File: config.mk
export PLATFORM = sky130hd
export DESIGN_NAME = bus_unit_flat
export DESIGN_NICKNAME = d
export VERILOG_FILES = /design/src/rtl/bus_unit_pkg.sv /design/src/rtl/bus_unit_if.sv /design/src/rtl/bus_unit_prefetch_queue.sv /design/src/rtl/bus_unit.sv /design/src/flat_wrapper.sv
export SDC_FILE = /design/constraint.sdc
export NUM_CORES = 1
export LEC_CHECK = 0
export ABC_CLOCK_PERIOD_IN_PS = 6910
export CORE_ASPECT_RATIO = 1.4
export CORE_UTILIZATION = 45
export CTS_CLUSTER_DIAMETER = 40
export DETAILED_ROUTE_END_ITERATION = 10
export GPL_ROUTABILITY_DRIVEN = 0
export PLACE_DENSITY = 0.73
export SYNTH_ARGS = -nofsm -noshare
export SYNTH_HDL_FRONTEND = slang
export SYNTH_SLANG_ARGS = --single-unit
export TNS_END_PERCENT = 10
File: constraint.sdc
create_clock -name clk -period 6.91 [get_ports clk]
set_input_delay 1.382 -clock clk [delete_from_list [all_inputs] [get_ports clk]]
set_output_delay 1.382 -clock clk [all_outputs]
set_load 0.01 [all_outputs]
File: src/rtl/bus_unit_pkg.sv
// Shared types and constants for the t8086 bus interface unit.
package t8086_bus_pkg;

  localparam int ADDR_W = 20;
  localparam logic [ADDR_W-1:0] RESET_PC = 20'hFFFF0;

  typedef enum logic [1:0] {
    IDLE,
    D_LO,
    D_HI
  } bus_state_e;

endpackage

File: src/rtl/bus_unit_if.sv
// Execution-unit request/response, prefetch queue and RAM port signals of the bus unit.
interface bus_unit_if;
  import t8086_bus_pkg::*;

  logic              req_valid;
  logic              req_ready;
  logic              req_we;
  logic              req_word;
  logic [ADDR_W-1:0] req_addr;
  logic [15:0]       req_wdata;
  logic              rsp_valid;
  logic [15:0]       rsp_rdata;
  logic              flush;
  logic [ADDR_W-1:0] flush_addr;
  logic              q_valid;
  logic [7:0]        q_data;
  logic              q_pop;
  logic              ram_rd_en;
  logic [ADDR_W-1:0] ram_rd_addr;
  logic [7:0]        ram_rd_data;
  logic              ram_wr_en;
  logic [ADDR_W-1:0] ram_wr_addr;
  logic [7:0]        ram_wr_data;

  // The execution unit and RAM side together.
  modport master (
    output req_valid, req_we, req_word, req_addr, req_wdata, flush, flush_addr, q_pop,
           ram_rd_data,
    input  req_ready, rsp_valid, rsp_rdata, q_valid, q_data,
           ram_rd_en, ram_rd_addr, ram_wr_en, ram_wr_addr, ram_wr_data
  );

  modport slave (
    input  req_valid, req_we, req_word, req_addr, req_wdata, flush, flush_addr, q_pop,
           ram_rd_data,
    output req_ready, rsp_valid, rsp_rdata, q_valid, q_data,
           ram_rd_en, ram_rd_addr, ram_wr_en, ram_wr_addr, ram_wr_data
  );
endinterface

File: src/rtl/bus_unit_prefetch_queue.sv
// Circular byte FIFO holding prefetched instruction bytes; flush empties it.
module prefetch_queue #(
  parameter int DEPTH = 6
) (
  input  logic       clk,
  input  logic       rst_n,
  input  logic       i_push,
  input  logic [7:0] i_push_data,
  input  logic       i_pop,
  input  logic       i_flush,
  output logic       o_full,
  output logic       o_valid,
  output logic [7:0] o_head
);
  localparam int CW = $clog2(DEPTH + 1);
  localparam int PW = (DEPTH > 1) ? $clog2(DEPTH) : 1;

  logic [7:0]    r_mem [DEPTH];
  logic [PW-1:0] r_head;
  logic [PW-1:0] r_tail;
  logic [CW-1:0] r_count;
  logic          w_push;
  logic          w_pop;

  function automatic logic [PW-1:0] next_ptr(input logic [PW-1:0] p);
    return (p == PW'(DEPTH - 1)) ? '0 : p + PW'(1);
  endfunction

  assign o_full  = (r_count == CW'(DEPTH));
  assign o_valid = (r_count != '0);
  assign o_head  = o_valid ? r_mem[r_head] : 8'h00;
  assign w_push  = i_push && !o_full;
  assign w_pop   = i_pop && o_valid;

  always_ff @(posedge clk or negedge rst_n) begin
    if (!rst_n) begin
      r_head  <= '0;
      r_tail  <= '0;
      r_count <= '0;
    end else if (i_flush) begin
      r_head  <= '0;
      r_tail  <= '0;
      r_count <= '0;
    end else begin
      if (w_push) r_tail <= next_ptr(r_tail);
      if (w_pop)  r_head <= next_ptr(r_head);
      r_count <= r_count + CW'(w_push) - CW'(w_pop);
    end
  end

  // NOTE: storage has no reset; r_count alone decides which entries are meaningful.
  always_ff @(posedge clk) begin
    if (w_push && !i_flush) r_mem[r_tail] <= i_push_data;
  end

endmodule

File: src/rtl/bus_unit.sv
// t8086 bus interface unit: byte/word data accesses on the byte-wide RAM port,
// with instruction prefetch into a small queue whenever the bus is otherwise idle.
module bus_unit
  import t8086_bus_pkg::*;
#(
  parameter int                DEPTH    = 6,
  parameter logic [ADDR_W-1:0] RESET_PC = t8086_bus_pkg::RESET_PC
) (
  input  logic        clk,
  input  logic        rst_n,
  bus_unit_if.slave   bus
);

  bus_state_e        r_state;
  logic              r_we;
  logic              r_word;
  logic [ADDR_W-1:0] r_addr;
  logic [15:0]       r_wdata;
  logic [15:0]       r_rdata;
  logic              r_rsp_valid;
  logic [ADDR_W-1:0] r_pf_ptr;

  logic              w_req_ready;
  logic              w_accept;
  logic              w_q_full;
  logic              w_pf_en;
  logic              w_data_rd;
  logic              w_data_wr;
  logic [ADDR_W-1:0] w_bus_addr;

  assign w_req_ready = rst_n && (r_state == IDLE);
  assign w_accept    = bus.req_valid && w_req_ready;
  // Data accesses own the bus outside IDLE, so prefetch is confined to IDLE.
  assign w_pf_en     = rst_n && (r_state == IDLE) && !w_q_full && !bus.flush;
  assign w_data_rd   = (r_state != IDLE) && !r_we;
  assign w_data_wr   = (r_state != IDLE) && r_we;
  assign w_bus_addr  = (r_state == D_HI) ? r_addr + ADDR_W'(1) : r_addr;

  assign bus.req_ready = w_req_ready;
  assign bus.rsp_valid = r_rsp_valid;
  assign bus.rsp_rdata = r_rdata;

  // NOTE: every output gets a default first so no path through the block infers a latch.
  always_comb begin
    bus.ram_rd_en   = 1'b0;
    bus.ram_rd_addr = '0;
    bus.ram_wr_en   = 1'b0;
    bus.ram_wr_addr = '0;
    bus.ram_wr_data = 8'h00;
    if (rst_n) begin
      if (w_data_rd) begin
        bus.ram_rd_en   = 1'b1;
        bus.ram_rd_addr = w_bus_addr;
      end else if (w_pf_en) begin
        bus.ram_rd_en   = 1'b1;
        bus.ram_rd_addr = r_pf_ptr;
      end
      if (w_data_wr) begin
        bus.ram_wr_en   = 1'b1;
        bus.ram_wr_addr = w_bus_addr;
        bus.ram_wr_data = (r_state == D_HI) ? r_wdata[15:8] : r_wdata[7:0];
      end
    end
  end

  // NOTE: state registers use non-blocking assignments so every read sees pre-edge values.
  always_ff @(posedge clk or negedge rst_n) begin
    if (!rst_n) begin
      r_state     <= IDLE;
      r_we        <= 1'b0;
      r_word      <= 1'b0;
      r_addr      <= '0;
      r_wdata     <= 16'h0000;
      r_rdata     <= 16'h0000;
      r_rsp_valid <= 1'b0;
      r_pf_ptr    <= RESET_PC;
    end else begin
      r_rsp_valid <= 1'b0;
      if (bus.flush)   r_pf_ptr <= bus.flush_addr;
      else if (w_pf_en) r_pf_ptr <= r_pf_ptr + ADDR_W'(1);

      case (r_state)
        IDLE: begin
          if (w_accept) begin
            r_we    <= bus.req_we;
            r_word  <= bus.req_word;
            r_addr  <= bus.req_addr;
            r_wdata <= bus.req_wdata;
            r_rdata <= 16'h0000;
            r_state <= D_LO;
          end
        end
        D_LO: begin
          if (!r_we) r_rdata[7:0] <= bus.ram_rd_data;
          if (r_word) begin
            r_state <= D_HI;
          end else begin
            r_state     <= IDLE;
            r_rsp_valid <= 1'b1;
          end
        end
        D_HI: begin
          if (!r_we) r_rdata[15:8] <= bus.ram_rd_data;
          r_state     <= IDLE;
          r_rsp_valid <= 1'b1;
        end
        default: r_state <= IDLE;
      endcase
    end
  end

  prefetch_queue #(.DEPTH(DEPTH)) u_queue (
    .clk         (clk),
    .rst_n       (rst_n),
    .i_push      (w_pf_en),
    .i_push_data (bus.ram_rd_data),
    .i_pop       (bus.q_pop),
    .i_flush     (bus.flush),
    .o_full      (w_q_full),
    .o_valid     (bus.q_valid),
    .o_head      (bus.q_data)
  );

endmodule

File: src/flat_wrapper.sv
// flat-port wrapper written by rule: the top's interface ports become plain ports
module bus_unit_flat import t8086_bus_pkg::*;
#(
  parameter int                DEPTH    = 6,
  parameter logic [ADDR_W-1:0] RESET_PC = t8086_bus_pkg::RESET_PC
)
  (clk, rst_n, bus_req_valid, bus_req_we, bus_req_word, bus_req_addr, bus_req_wdata, bus_flush, bus_flush_addr, bus_q_pop, bus_ram_rd_data, bus_req_ready, bus_rsp_valid, bus_rsp_rdata, bus_q_valid, bus_q_data, bus_ram_rd_en, bus_ram_rd_addr, bus_ram_wr_en, bus_ram_wr_addr, bus_ram_wr_data);
  bus_unit_if bus_i ();
  input  logic clk;
  input  logic rst_n;
  input wire logic [$bits(bus_i.req_valid)-1:0] bus_req_valid;
  input wire logic [$bits(bus_i.req_we)-1:0] bus_req_we;
  input wire logic [$bits(bus_i.req_word)-1:0] bus_req_word;
  input wire logic [$bits(bus_i.req_addr)-1:0] bus_req_addr;
  input wire logic [$bits(bus_i.req_wdata)-1:0] bus_req_wdata;
  input wire logic [$bits(bus_i.flush)-1:0] bus_flush;
  input wire logic [$bits(bus_i.flush_addr)-1:0] bus_flush_addr;
  input wire logic [$bits(bus_i.q_pop)-1:0] bus_q_pop;
  input wire logic [$bits(bus_i.ram_rd_data)-1:0] bus_ram_rd_data;
  output wire logic [$bits(bus_i.req_ready)-1:0] bus_req_ready;
  output wire logic [$bits(bus_i.rsp_valid)-1:0] bus_rsp_valid;
  output wire logic [$bits(bus_i.rsp_rdata)-1:0] bus_rsp_rdata;
  output wire logic [$bits(bus_i.q_valid)-1:0] bus_q_valid;
  output wire logic [$bits(bus_i.q_data)-1:0] bus_q_data;
  output wire logic [$bits(bus_i.ram_rd_en)-1:0] bus_ram_rd_en;
  output wire logic [$bits(bus_i.ram_rd_addr)-1:0] bus_ram_rd_addr;
  output wire logic [$bits(bus_i.ram_wr_en)-1:0] bus_ram_wr_en;
  output wire logic [$bits(bus_i.ram_wr_addr)-1:0] bus_ram_wr_addr;
  output wire logic [$bits(bus_i.ram_wr_data)-1:0] bus_ram_wr_data;
  assign bus_i.req_valid = bus_req_valid;
  assign bus_i.req_we = bus_req_we;
  assign bus_i.req_word = bus_req_word;
  assign bus_i.req_addr = bus_req_addr;
  assign bus_i.req_wdata = bus_req_wdata;
  assign bus_i.flush = bus_flush;
  assign bus_i.flush_addr = bus_flush_addr;
  assign bus_i.q_pop = bus_q_pop;
  assign bus_i.ram_rd_data = bus_ram_rd_data;
  assign bus_req_ready = bus_i.req_ready;
  assign bus_rsp_valid = bus_i.rsp_valid;
  assign bus_rsp_rdata = bus_i.rsp_rdata;
  assign bus_q_valid = bus_i.q_valid;
  assign bus_q_data = bus_i.q_data;
  assign bus_ram_rd_en = bus_i.ram_rd_en;
  assign bus_ram_rd_addr = bus_i.ram_rd_addr;
  assign bus_ram_wr_en = bus_i.ram_wr_en;
  assign bus_ram_wr_addr = bus_i.ram_wr_addr;
  assign bus_ram_wr_data = bus_i.ram_wr_data;
  bus_unit #(.DEPTH(DEPTH), .RESET_PC(RESET_PC)) u_core (.clk(clk), .rst_n(rst_n), .bus(bus_i));
endmodule
==> key figures <==
Status
  – Status: complete, no violations

Die
  – Die Wd: around 100 um
  – Initial Util: 46.5%
  – Io pins: 148
  – Full die area: 14900 um^2
  – Row cnt: 51
  – Die height: 144 um
  – Area of the core: 14000 um^2

STA
  – Tmin final: approximately 5300 ps
  – Post-route clock period utilization: 76.2%
  – Final setup viols: 0
  – Final Max Slew Viols: 0
  – FMAX: 190 MHz
  – Worst Clk Skew: 5.82 ps
  – Worst slew pin tran: approximately 1200 ps
  – Final-report hold violation count: 0
  – Final TNS setup: 0 ps
  – Slew HR: between 20% and 30%
  – RSZ-0062 raised after global routing: false

GRT
  – Gr usage total: 21.4%
  – First-pass GRT wire length: 24.6 mm
  – GR Overflow Total: 0
  – Vias in the first global route: 4859
  – Largest net degree at the start of global routing: 53
  – Initial antenna violation count: 0

CTS
  – CTS tree: built
  – Root Driver: clkbuf_16
  – Max clock buf depth: 2
  – Postcts setup bufs: 0
  – Number of clock sinks: 134
  – CTS clock-pin slew for the worst setup and hold paths: 60 ps
  – Clock latency on the worst-skew pair: roughly 410 ps
  – CTS buffer count: 17
  – Hold_buf cts: 0
  – Post_cts resized: 0
  – CTS H-tree depth: 4

Power and ir drop
  – Power share of the sequential group: 37.7%
  – Pwr Total: approximately 0.0033 W
  – Power share of the combinational group: 35.8%
  – Pleak: 3.27 nW
  – Max VDD drop: about 0.00018 V
  – Switching portion of total power: 34.4%
  – Clock power frac: a little over a quarter
  – Pint: between 0.002 and 0.0025 W
  – Psw: between 0.001 and 0.0015 W
  – PwrDens: 376 nW/um^2

Placed design
  – Hpwl dp: roughly 11 mm
  – Dpl cells: 875
  – Port Buffers: 147

Synth
  – Syn Nets: 648
  – Post-synth top cells: nand2_1, dfrtp_1, nor2_1
  – Area contributors post-synth: dfrtp_1, edfxtp_1, mux2_2
  – Most frequent cell after synthesis: nand2_1
  – Synth Instances: around 570
  – Synth Register Bits: 134
  – Post-synthesis instance area: 6490 um^2
  – Synthesized area per cell: 11.4 um^2
  – Number of synthesized flops with an enable pin: 48
  – Area leader, netlist: dfrtp_1
  – Seq/Total Area, Yosys: 55.6%
  – Synth top area share: a little over a quarter
  – Yosys warnings: 0
  – Netlist cell types: 45
  – Main flop type after synthesis: dfrtp_1
  – Async set-reset flop share out of synthesis: 64.2%

Min path
  – Hold WC Path Type: reg -> reg

Detailed routing
  – DRT iter0 DRCs: roughly 210
  – Via Count: 4814
  – Vias/cell: roughly 5.3
  – WL/cell: 17.2 um
  – TritonRoute pass-1 iters: 4
  – Final antenna-violating net count: 0
  – DRC viols: 0
  – Drt total wl: 15.6 mm

Run
  – Max-cap violations: 0

Finish
  – Ratio of cells with drive above 1 in the final layout: 15.9%
  – P&R area growth vs syn: 33.6%
  – Final Instance Count excl. Fillers: between 900 and 1000
  – Multi-input logic area: 2710 um^2
  – Total Nets Final: 788
  – Antenna cells: 0
  – # fillers: 1103
  – Reg area: 3610 um^2

Setup path
  – Endpoint class of the critical path: output port
  – Crit path DAT: 3890 ps
  – Max FO, Critical Path: 19
  – Required @ worst endpoint: approximately 5500 ps
  – Crit path launch type: input pin
  – WS Path Type: in -> out
-- registers in the layout (all words and copies together) (netlist names) --
| name | count |
|---|---|
| u_core.u_queue.r_mem | 48 |
| u_core.r_addr | 20 |
| u_core.r_pf_ptr | 20 |
| u_core.bus.rsp_rdata | 16 |
| u_core.r_wdata | 16 |
| u_core.u_queue.r_count | 3 |
| u_core.u_queue.r_head | 3 |
| u_core.u_queue.r_tail | 3 |
| u_core.r_state | 2 |
| u_core.bus.rsp_valid | 1 |
| u_core.r_we | 1 |
| u_core.r_word | 1 |
-- final timing paths --
| kind | from | endpoint | slack, ps | cells after the start |
|---|---|---|---|---|
| max | bus_flush | bus_ram_rd_addr[12] | 1640 | 7 |
| min | u_core.bus.rsp_rdata[5] | u_core.bus.rsp_rdata[5] | 500 | 2 |
| max reg2reg | u_core.r_state[1] | u_core.u_queue.r_mem[2][1] | 3960 | 7 |
| min reg2reg | u_core.bus.rsp_rdata[5] | u_core.bus.rsp_rdata[5] | 500 | 2 |
| max in group asynchronous | rst_n | u_core.bus.rsp_rdata[13] | 4920 | 2 |
| min in group asynchronous | rst_n | u_core.u_queue.r_head[2] | 940 | 1 |
-- power by group through the flow --
stage / clock network [W] / logic [W] / registers (W)
after floorplan: 0 / 0.000703 / 0.00117
after global placement: 0 / 0.00113 / 0.00122
after detailed placement: 0 / 0.00117 / 0.00124
after CTS: 0.000876 / 0.00118 / 0.00123
after global routing: 0.000913 / 0.00127 / 0.00126
final: 0.000865 / 0.00117 / 0.00123
-- through the flow --
step | util [%] | hold slack [ps] | setup slack (ps) | instance area [um^2]
after floorplan | - | 479 | 3080 | 6490
after global placement | 58.0 | 470 | 1790 | 8110
after detailed placement | 58.0 | 488 | 1660 | 8110
after CTS | 62.1 | 501 | 1640 | 8680
after global routing | 62.1 | 521 | 1390 | 8680
final | 62.1 | 496 | 1640 | 8680
-- worst max-delay path, cell delays in order --
cell,delay [ps]
clkdlybuf4s50_1,750
nor3_4,480
nor2_2,180
inv_1,190
o21ai_0,130
a21oi_1,200
clkdlybuf4s50_1,570
-- cells in the final DEF (no fill, tap or decap), drive strengths merged, types with 6 or more instances in the layout --
cell,n
mux4,8
mux2,41
edfxtp,48
clkbuf,17
dfrtp,70
dfstp,16
xnor2,13
clkdlybuf4s50,146
nor3,6
a211oi,16
o21ai,45
buf,8
nor2,59
nand3,15
ha,7
nand4,13
xor2,30
nand2,72
and3,9
inv,15
mux2i,18
a21oi,19
-- final cells by class --
| class | count | share of cell area (%) |
|---|---|---|
| sequential | 134 | 41.6 |
| inverter | 8 | 0.346 |
| tap | 185 | 2.67 |
| clock buffer | 17 | 4.90 |
| multi-input combinational | 394 | 31.3 |
| clock inverter | 15 | 1.66 |
| timing repair buffer | 154 | 17.5 |
-- cells by family after synthesis --
group | count (synthesis) | share of synthesized area [%]
AND/OR/NAND/NOR | 194 | 14.5
flip-flops | 134 | 55.6
AO/OA/AOI/OAI | 82 | 6.99
multiplexers | 67 | 12.7
XOR/XNOR | 43 | 5.80
buffers and inverters | 41 | 2.70
adder cells (fa/ha/maj) | 8 | 1.66
-- routing by layer --
metal	vias up	share of wire [%]	track usage [%]
met3	26	4.2	4.46
met4	0	2.5	9.31
met2	134	52	37.6
met5	-	0	0
met1	2351	41	25.4
li1	2303	-	-
(Power assumes the default switching activity.)
